### config.mk
export PLATFORM = sky130hd
export DESIGN_NAME = divu_seq_pipe
export DESIGN_NICKNAME = d
export VERILOG_FILES = /design/src/rtl/divu_seq_pipe.sv
export SDC_FILE = /design/constraint.sdc
export NUM_CORES = 1
export LEC_CHECK = 0
export CORE_MARGIN = 2
export CORE_UTILIZATION = 61
export DETAILED_ROUTE_END_ITERATION = 7
export GPL_TIMING_DRIVEN = 0
export PLACE_DENSITY_LB_ADDON = 0.25
export REMOVE_ABC_BUFFERS = 1
export SLEW_MARGIN = 0
export SYNTH_ARGS = -nofsm -noshare
export SYNTH_HDL_FRONTEND = slang
export SYNTH_SLANG_ARGS = --single-unit
### constraint.sdc
create_clock -name clk -period 10 [get_ports clk]
set_input_delay 3 -clock clk [delete_from_list [all_inputs] [get_ports clk]]
set_output_delay 3 -clock clk [all_outputs]
set_load 0.05 [all_outputs]
### src/rtl/divu_seq_pipe.sv
// Multi-cycle signed/unsigned non-restoring divider, start/busy/done handshake.
// Define DIV_ABORT_EN to add the abort input.
module divu_seq_pipe #(
  parameter int DW = 32,
  parameter int VW = 16
) (
  input  logic          clk,
  input  logic          resetn,
  input  logic          start,
  input  logic          sign,
  input  logic [DW-1:0] a,
  input  logic [VW-1:0] b,
`ifdef DIV_ABORT_EN
  input  logic          abort,
`endif
  output logic [DW-1:0] q,
  output logic [VW-1:0] r,
  output logic          dz,
  output logic          ovf,
  output logic          busy,
  output logic          done
);

  localparam int CW = $clog2(DW);

  typedef enum logic [1:0] {
    S_IDLE,
    S_CALC,
    S_FIX
  } state_t;

  state_t        r_state;
  state_t        w_nxt;
  logic [CW-1:0] r_cnt;
  logic [VW:0]   r_rem;
  logic [DW-1:0] r_quo;
  logic [VW-1:0] r_bmag;
  logic          r_nega;
  logic          r_negb;
  logic          r_bz;
  logic          r_ov;
  logic [DW-1:0] r_q;
  logic [VW-1:0] r_r;
  logic          r_dz;
  logic          r_ovf;
  logic          r_done;

  logic          w_abort;
  logic          w_busy;
  logic [DW-1:0] w_amag;
  logic [VW-1:0] w_bmag;
  logic          w_ovf_in;
  logic [VW:0]   w_shift;
  logic [VW:0]   w_step;
  logic [VW:0]   w_rfix;
  logic [VW-1:0] w_rlo;
  logic [DW-1:0] w_qfin;
  logic [VW-1:0] w_rfin;

`ifdef DIV_ABORT_EN
  assign w_abort = abort;
`else
  assign w_abort = 1'b0;
`endif

  assign w_amag   = (sign && a[DW-1]) ? -a : a;
  assign w_bmag   = (sign && b[VW-1]) ? -b : b;
  assign w_ovf_in = sign && (a == {1'b1, {(DW-1){1'b0}}}) && (&b);

  // Remainder stays within [-|b|, |b|), so VW+1 bits wrap safely.
  assign w_shift = {r_rem[VW-1:0], r_quo[DW-1]};
  assign w_step  = r_rem[VW] ? w_shift + {1'b0, r_bmag}
                             : w_shift - {1'b0, r_bmag};

  assign w_rfix = r_rem[VW] ? r_rem + {1'b0, r_bmag} : r_rem;
  assign w_rlo  = w_rfix[VW-1:0];
  assign w_rfin = r_nega ? -w_rlo : w_rlo;
  assign w_qfin = r_bz ? {DW{1'b1}}
                : ((r_nega ^ r_negb) ? -r_quo : r_quo);

  always_ff @(posedge clk) begin
    if (resetn) r_state <= S_IDLE;
    else        r_state <= w_nxt;
  end

  always_comb begin
    w_nxt = r_state;
    case (r_state)
      S_IDLE: if (start) w_nxt = S_CALC;
      S_CALC: begin
        if (w_abort)                  w_nxt = S_IDLE;
        else if (r_cnt == CW'(DW-1))  w_nxt = S_FIX;
      end
      S_FIX:   w_nxt = S_IDLE;
      default: w_nxt = S_IDLE;
    endcase
  end

  always_comb begin
    w_busy = (r_state != S_IDLE);
  end

  always_ff @(posedge clk) begin
    if (resetn) begin
      r_cnt  <= '0;
      r_rem  <= '0;
      r_quo  <= '0;
      r_bmag <= '0;
      r_nega <= 1'b0;
      r_negb <= 1'b0;
      r_bz   <= 1'b0;
      r_ov   <= 1'b0;
      r_q    <= '0;
      r_r    <= '0;
      r_dz   <= 1'b0;
      r_ovf  <= 1'b0;
      r_done <= 1'b0;
    end else begin
      r_done <= 1'b0;
      case (r_state)
        S_IDLE: if (start) begin
          r_quo  <= w_amag;
          r_bmag <= w_bmag;
          r_nega <= sign & a[DW-1];
          r_negb <= sign & b[VW-1];
          r_bz   <= (b == '0);
          r_ov   <= w_ovf_in;
          r_rem  <= '0;
          r_cnt  <= '0;
        end
        S_CALC: if (!w_abort) begin
          r_rem <= w_step;
          r_quo <= {r_quo[DW-2:0], ~w_step[VW]};
          r_cnt <= r_cnt + CW'(1);
        end
        S_FIX: if (!w_abort) begin
          r_q    <= w_qfin;
          r_r    <= w_rfin;
          r_dz   <= r_bz;
          r_ovf  <= r_ov;
          r_done <= 1'b1;
        end
        default: ;
      endcase
    end
  end

  assign q    = r_q;
  assign r    = r_r;
  assign dz   = r_dz;
  assign ovf  = r_ovf;
  assign busy = w_busy;
  assign done = r_done;

endmodule

Word-level counts from Yosys, hierarchy flattened --
Index checks and enable logic that the tools add are counted.
Operators by class: add/sub/neg operators 8, equality and inequality tests 6, multiplexer cells 17, bitwise gates (word level) 4, reduce and logical (&&, ||, !) cells 12
Operators by type and width (number):
- 2-to-1 mux 32 bit | 4
- negation 32 bit | 2
- case mux 32 bit (2 select lines) | 1
- 2-to-1 mux 16 bit | 3
- 2-to-1 mux 17 bit | 2
- case mux 17 bit (2 select lines) | 1
- equality test 32 bit, second input constant | 1
- negation 16 bit | 2
- adder 17 x 16 -> 17 bit | 1
- subtractor 17 x 16 -> 17 bit | 1
- adder 16 bit | 1
- logical NOT 16 bit | 1
- AND reduction 16 bit | 1
- case mux 5 bit (2 select lines) | 1
- AND reduction 2 bit | 3
- adder 5 x 1 -> 5 bit, second input constant | 1
- equality test 5 bit, second input constant | 1
- 2-to-1 mux 5 bit | 1
- logical AND 1 bit | 4
- 2-to-1 mux 2 bit | 2
- != test 2 bit, second input constant | 2
- case mux 2 bit (2 select lines) | 1
- nonzero test 2 bit | 2
- bitwise AND 1 bit | 2
- other kinds (6) | 6
Word-level totals: flip-flop bits (word level) 127, input bits 52, output and inout bits 52, logic and storage cells 61

Logic depth before layout (Yosys ltp) --
word-level depth 4, depth in mapped cells 16, depth with buffers taken out 15

Worst setup path after synthesis --
OpenSTA, ideal clock, no wires.
kind input-to-reg, from input port a[4], to register r_quo[30], library setup time 70 ps, arrival time 5310 ps, required time 9930 ps, path slack 4620 ps, cell stages on the path 9, path buffers 0, path through nor4_1 > nand4bb_1 > or3_1 > or4_1 > or3_1 > o21ai_0 > xnor2_1 > nand2_1 > a21oi_1
Between the ends: cells in the longest elaborated chain, start to end 4
Ends and longest elaborated chain:
- start: declaration | line 11 | input logic [DW-1:0] a,
- negation 32 bit | line 66 | assign w_amag = (sign && a[DW-1]) ? -a : a;
- 2-to-1 mux 32 bit | line 66
- 2-to-1 mux 32 bit | line 121 | S_IDLE: if (start) begin
- case mux 32 bit (2 select lines) | line 120 | case (r_state)
- end signal: assignment | line 122 | r_quo <= w_amag;
- end signal: assignment | line 133 | r_quo <= {r_quo[DW-2:0], ~w_step[VW]};
- end: declaration | line 36 | logic [DW-1:0] r_quo;
Every way passes these cells. The select of a mux whose other input is x is not followed. A chain may end at the register's enable or synchronous reset.

Worst setup path after layout --
from input port a[2], to register r_quo[28]
The elaborated chain is that of the path after synthesis.

==> impl_metrics.env <==
export IMPL_floorplan_initialDensity=0.632
export IMPL_clock_skew_final_ns=0.00634
export IMPL_postSynthCellCount=1104
export IMPL_r2r_setup_slack_ns=5.42
export IMPL_synth_edff_count=0
export IMPL_fp_row_count=42
export IMPL_timing_critical_path_max_delay_family="simple AND/OR/NAND/NOR gates"
export IMPL_grt_max_degree=66
export IMPL_clock_path_buffers=2
export IMPL_postRouteWirelength_um=22000
export IMPL_slowest_delay_ns=0.54
export IMPL_avgSynthCellArea_um2=7.64
export IMPL_worstSkewPairLatency_ns=0.42
export IMPL_crit_fanout=5
export IMPL_timing_final_setup_violations=0
export IMPL_number_of_global_route_vias_before_repair=7405
export IMPL_drtPass1Iterations=6
export IMPL_hold_ws_ns=0.449
export IMPL_synthesis_area_mm2=0.00843
export IMPL_layout_worst_path_cycle_share=0.593
export IMPL_cts_buffers_inserted=17
export IMPL_cts_root_buffer="clkbuf_16"
export IMPL_grt_antenna_before_repair=0
export IMPL_cts_resized_gates=0
export IMPL_critical_path_endpoint_type="register"
export IMPL_fin_setup_tns_ns=0
export IMPL_reg2reg_to="r[15]$_SDFFE_PP0P_"
export IMPL_critical_path_top_cell_by_count="or3_1"
export IMPL_power_leakage_nw=3.94
export IMPL_netlist_cell_type_count=64
export IMPL_antenna_violating_nets_post_route=0
export IMPL_setup_repair_after_global_routing_missed_its_margin="false"
export IMPL_post_drt_wl_per_cell_um=16.3
export IMPL_critical_path_class="in2reg"
export IMPL_clk_pin_slew_worst_paths_ns=0.06
export IMPL_worstPathRequired_ns=10.34
export IMPL_timing_rr_start="r_rem[16]$_SDFFE_PP0P_"
export IMPL_status="completed"
export IMPL_ir_worst_vdd_mv=0.148
export IMPL_cts_hold_repair_buffers=0
export IMPL_path_buf_inv=1
export IMPL_total_congestion_overflow=0
export IMPL_area_growth_synth_to_final_pct=20.9
export IMPL_worst_hold_path_num_cells=2
export IMPL_final_max_slew_violation_count=0
export IMPL_global_route_wire_length_before_repair_um=35900
export IMPL_hold_path_startpoint="r[5]$_SDFFE_PP0P_"
export IMPL_netlist_top_cell_by_area="dfxtp_1"
export IMPL_globalRouteTotalUtil=0.302
export IMPL_floorplan_core_area_mm2=0.0133
export IMPL_powerDensity_mw_per_mm2=182
export IMPL_whs_endpoint="r[5]$_SDFFE_PP0P_"
export IMPL_hold_class="reg2reg"
export IMPL_num_io_pins=104
export IMPL_period_minus_slack_ns=5.93
export IMPL_fp_dieArea_mm2=0.0148
export IMPL_cts_sinks=127
export IMPL_timing_slew_headroom=0.0700
export IMPL_crit_path_top_delay_cell="or4_1"
export IMPL_floorplan_die_height_um=122
export IMPL_timing_fmax_mhz=169
export IMPL_ys_seq_elements=127
export IMPL_die_width_um=122
export IMPL_max_slew_worst_pin_slew_ns=1.39
export IMPL_hpwlAfterDp_um=15500
export IMPL_port_buffers=103
export IMPL_drt_drc_violations_left=0
export IMPL_clock_tree_htree_level_count=4
export IMPL_final_stage_net_count=1255
export IMPL_synth_async_reset_ratio=0
export IMPL_cts_setup_buffers=0
export IMPL_crit_chain="clkdlybuf4s50_1 -> nor4_1 -> nand4bb_1 -> or3_1 -> or4_1 -> or3_1 -> o21ai_0 -> xnor2_1 -> nand2_1 -> a21oi_1"
export IMPL_drive_above_1_share=0.0511
export IMPL_detailroute_via_count=8306
export IMPL_ys_dominant_reg_cell="dfxtp_1"
export IMPL_share_of_synthesized_area_occupied_by_flip_flops_and_latches=0.301
export IMPL_max_cap_violations=0
export IMPL_yosys_warnings=0
export IMPL_main_area_contributors_after_synthesis="dfxtp_1 30%, xnor2_1 7.0%, a21oi_1 6.9%"
export IMPL_drt_iter0_drc=944
export IMPL_hold_violations=0
export IMPL_layout_filler_cells=1005
export IMPL_synth_top_cell_area_share=0.301
export IMPL_finalWeightedCongestion=0.953
export IMPL_cp_start_kind="input pin"
export IMPL_antenna_cells=0
export IMPL_worstPathArrival_ns=6.28
export IMPL_r2r_worst_path_cells=8
export IMPL_cts_tree="built"
export IMPL_vias_per_cell=6.15
## worst max path at each step
stage | start | to | cells past startpoint
after detailed placement | a[4] | r_quo[28]$_SDFFE_PP0P_ | 10
after global placement | resetn | r_rem[14]$_SDFFE_PP0P_ | 3
after CTS | a[4] | r_quo[28]$_SDFFE_PP0P_ | 10
after floorplan | a[4] | r_quo[30]$_SDFFE_PP0P_ | 9
after global routing | a[2] | r_quo[28]$_SDFFE_PP0P_ | 10
final | a[2] | r_quo[28]$_SDFFE_PP0P_ | 10
## cell usage after synthesis, drive strengths merged (17+ instances only)
master and instances:
dfxtp 127, nor2 121, a21oi 116, nand2 113
xnor2 67, clkbuf 52, o21ai 50, xor2 47
nor3 40, ha 39, a22oi 31, nand3 29
o22ai 28, inv 27, a211oi 18, buf 17
or3 17
## placed cells by master (no fill, tap or decap), drive strengths merged, types with 5 or more instances in the layout
cell type / synthesis / routed
a311oi: 10 / 10
a21o: 9 / 9
mux2i: 7 / 7
clkbuf: 52 / 20
xnor2: 67 / 67
clkdlybuf4s50: 0 / 102
nor4: 9 / 9
o31ai: 10 / 10
nor2: 121 / 121
nand3b: 6 / 6
nor2b: 6 / 6
inv: 27 / 29
dfxtp: 127 / 127
a22oi: 31 / 31
a211oi: 18 / 18
o21ai: 50 / 50
and2: 10 / 10
nand2: 113 / 113
and3: 9 / 9
nand4: 9 / 9
nand2b: 8 / 8
a31oi: 10 / 10
ha: 39 / 39
nor3: 40 / 40
xor2: 47 / 47
o211ai: 5 / 5
o21bai: 7 / 7
or3: 17 / 17
nand3: 29 / 29
a21oi: 116 / 116
buf: 17 / 6
or4: 9 / 9
o22ai: 28 / 28
## logic make-up (layout without fill, tap and decap cells)
logic type	count (synthesis)	count (layout)	synth area share
AND/OR/NAND/NOR	402	402	0.227
AO/OA/AOI/OAI	315	315	0.233
flip-flops	127	127	0.301
XOR/XNOR	114	114	0.119
buffers and inverters	96	167	0.0442
adder cells (fa/ha/maj)	41	41	0.0626
multiplexers	9	9	0.0125
## power by group
group          internal [W]  switching, W  total (W)
Sequential         0.000537     0.0000680   0.000605
Combinational      0.000258      0.000313   0.000571
Clock              0.000438      0.000236   0.000674
Total               0.00123      0.000617    0.00185
## through the flow
stage	total power, W	utilization	std cells	cell area [µm²]	worst slack [ns]
2_1_floorplan	0.00102	-	1035	8160	4.57
3_3_place_gp	0.00114	0.705	1314	9410	2.46
3_5_place_dp	0.00116	0.715	1319	9540	3.73
4_1_cts	0.00184	0.763	1351	10200	4.16
5_1_grt	0.00194	0.764	1351	10200	3.89
6_report	0.00185	0.764	1351	10200	4.07
## per-layer routing
layer / vias to the layer above / part of all wire / track usage
li1: 4094 / - / -
met1: 3830 / 0.45 / 0.434
met2: 354 / 0.45 / 0.473
met3: 28 / 0.092 / 0.0417
met4: 0 / 0.015 / 0.0891
met5: - / 0 / 0
## sequential cells by signal (all words and copies together) (netlist names)
| name | count |
|---|---|
| q | 32 |
| r_quo | 32 |
| r_rem | 17 |
| r | 16 |
| r_bmag | 16 |
| r_cnt | 5 |
| r_state | 2 |
| done | 1 |
| dz | 1 |
| ovf | 1 |
| r_bz | 1 |
| r_nega | 1 |
| r_negb | 1 |
| r_ov | 1 |
## worst min-delay path, cell delays in order, from the launching register on
cell     delay, ns
dfxtp_1       0.31
nand2_1       0.05
a21oi_1       0.05
## area by class of cell
cell class / count / area (µm²) / share of cell area
multi-input cells: 881 / 5550 / 0.544
clock inverters: 12 / 180 / 0.0177
clock buffers: 20 / 467 / 0.0458
inverters: 27 / 101 / 0.00994
flip-flops and latches: 127 / 2540 / 0.249
well taps: 176 / 220 / 0.0216
repair buffers: 108 / 1140 / 0.112
Note: power is estimated with default switching activity, not from simulation.
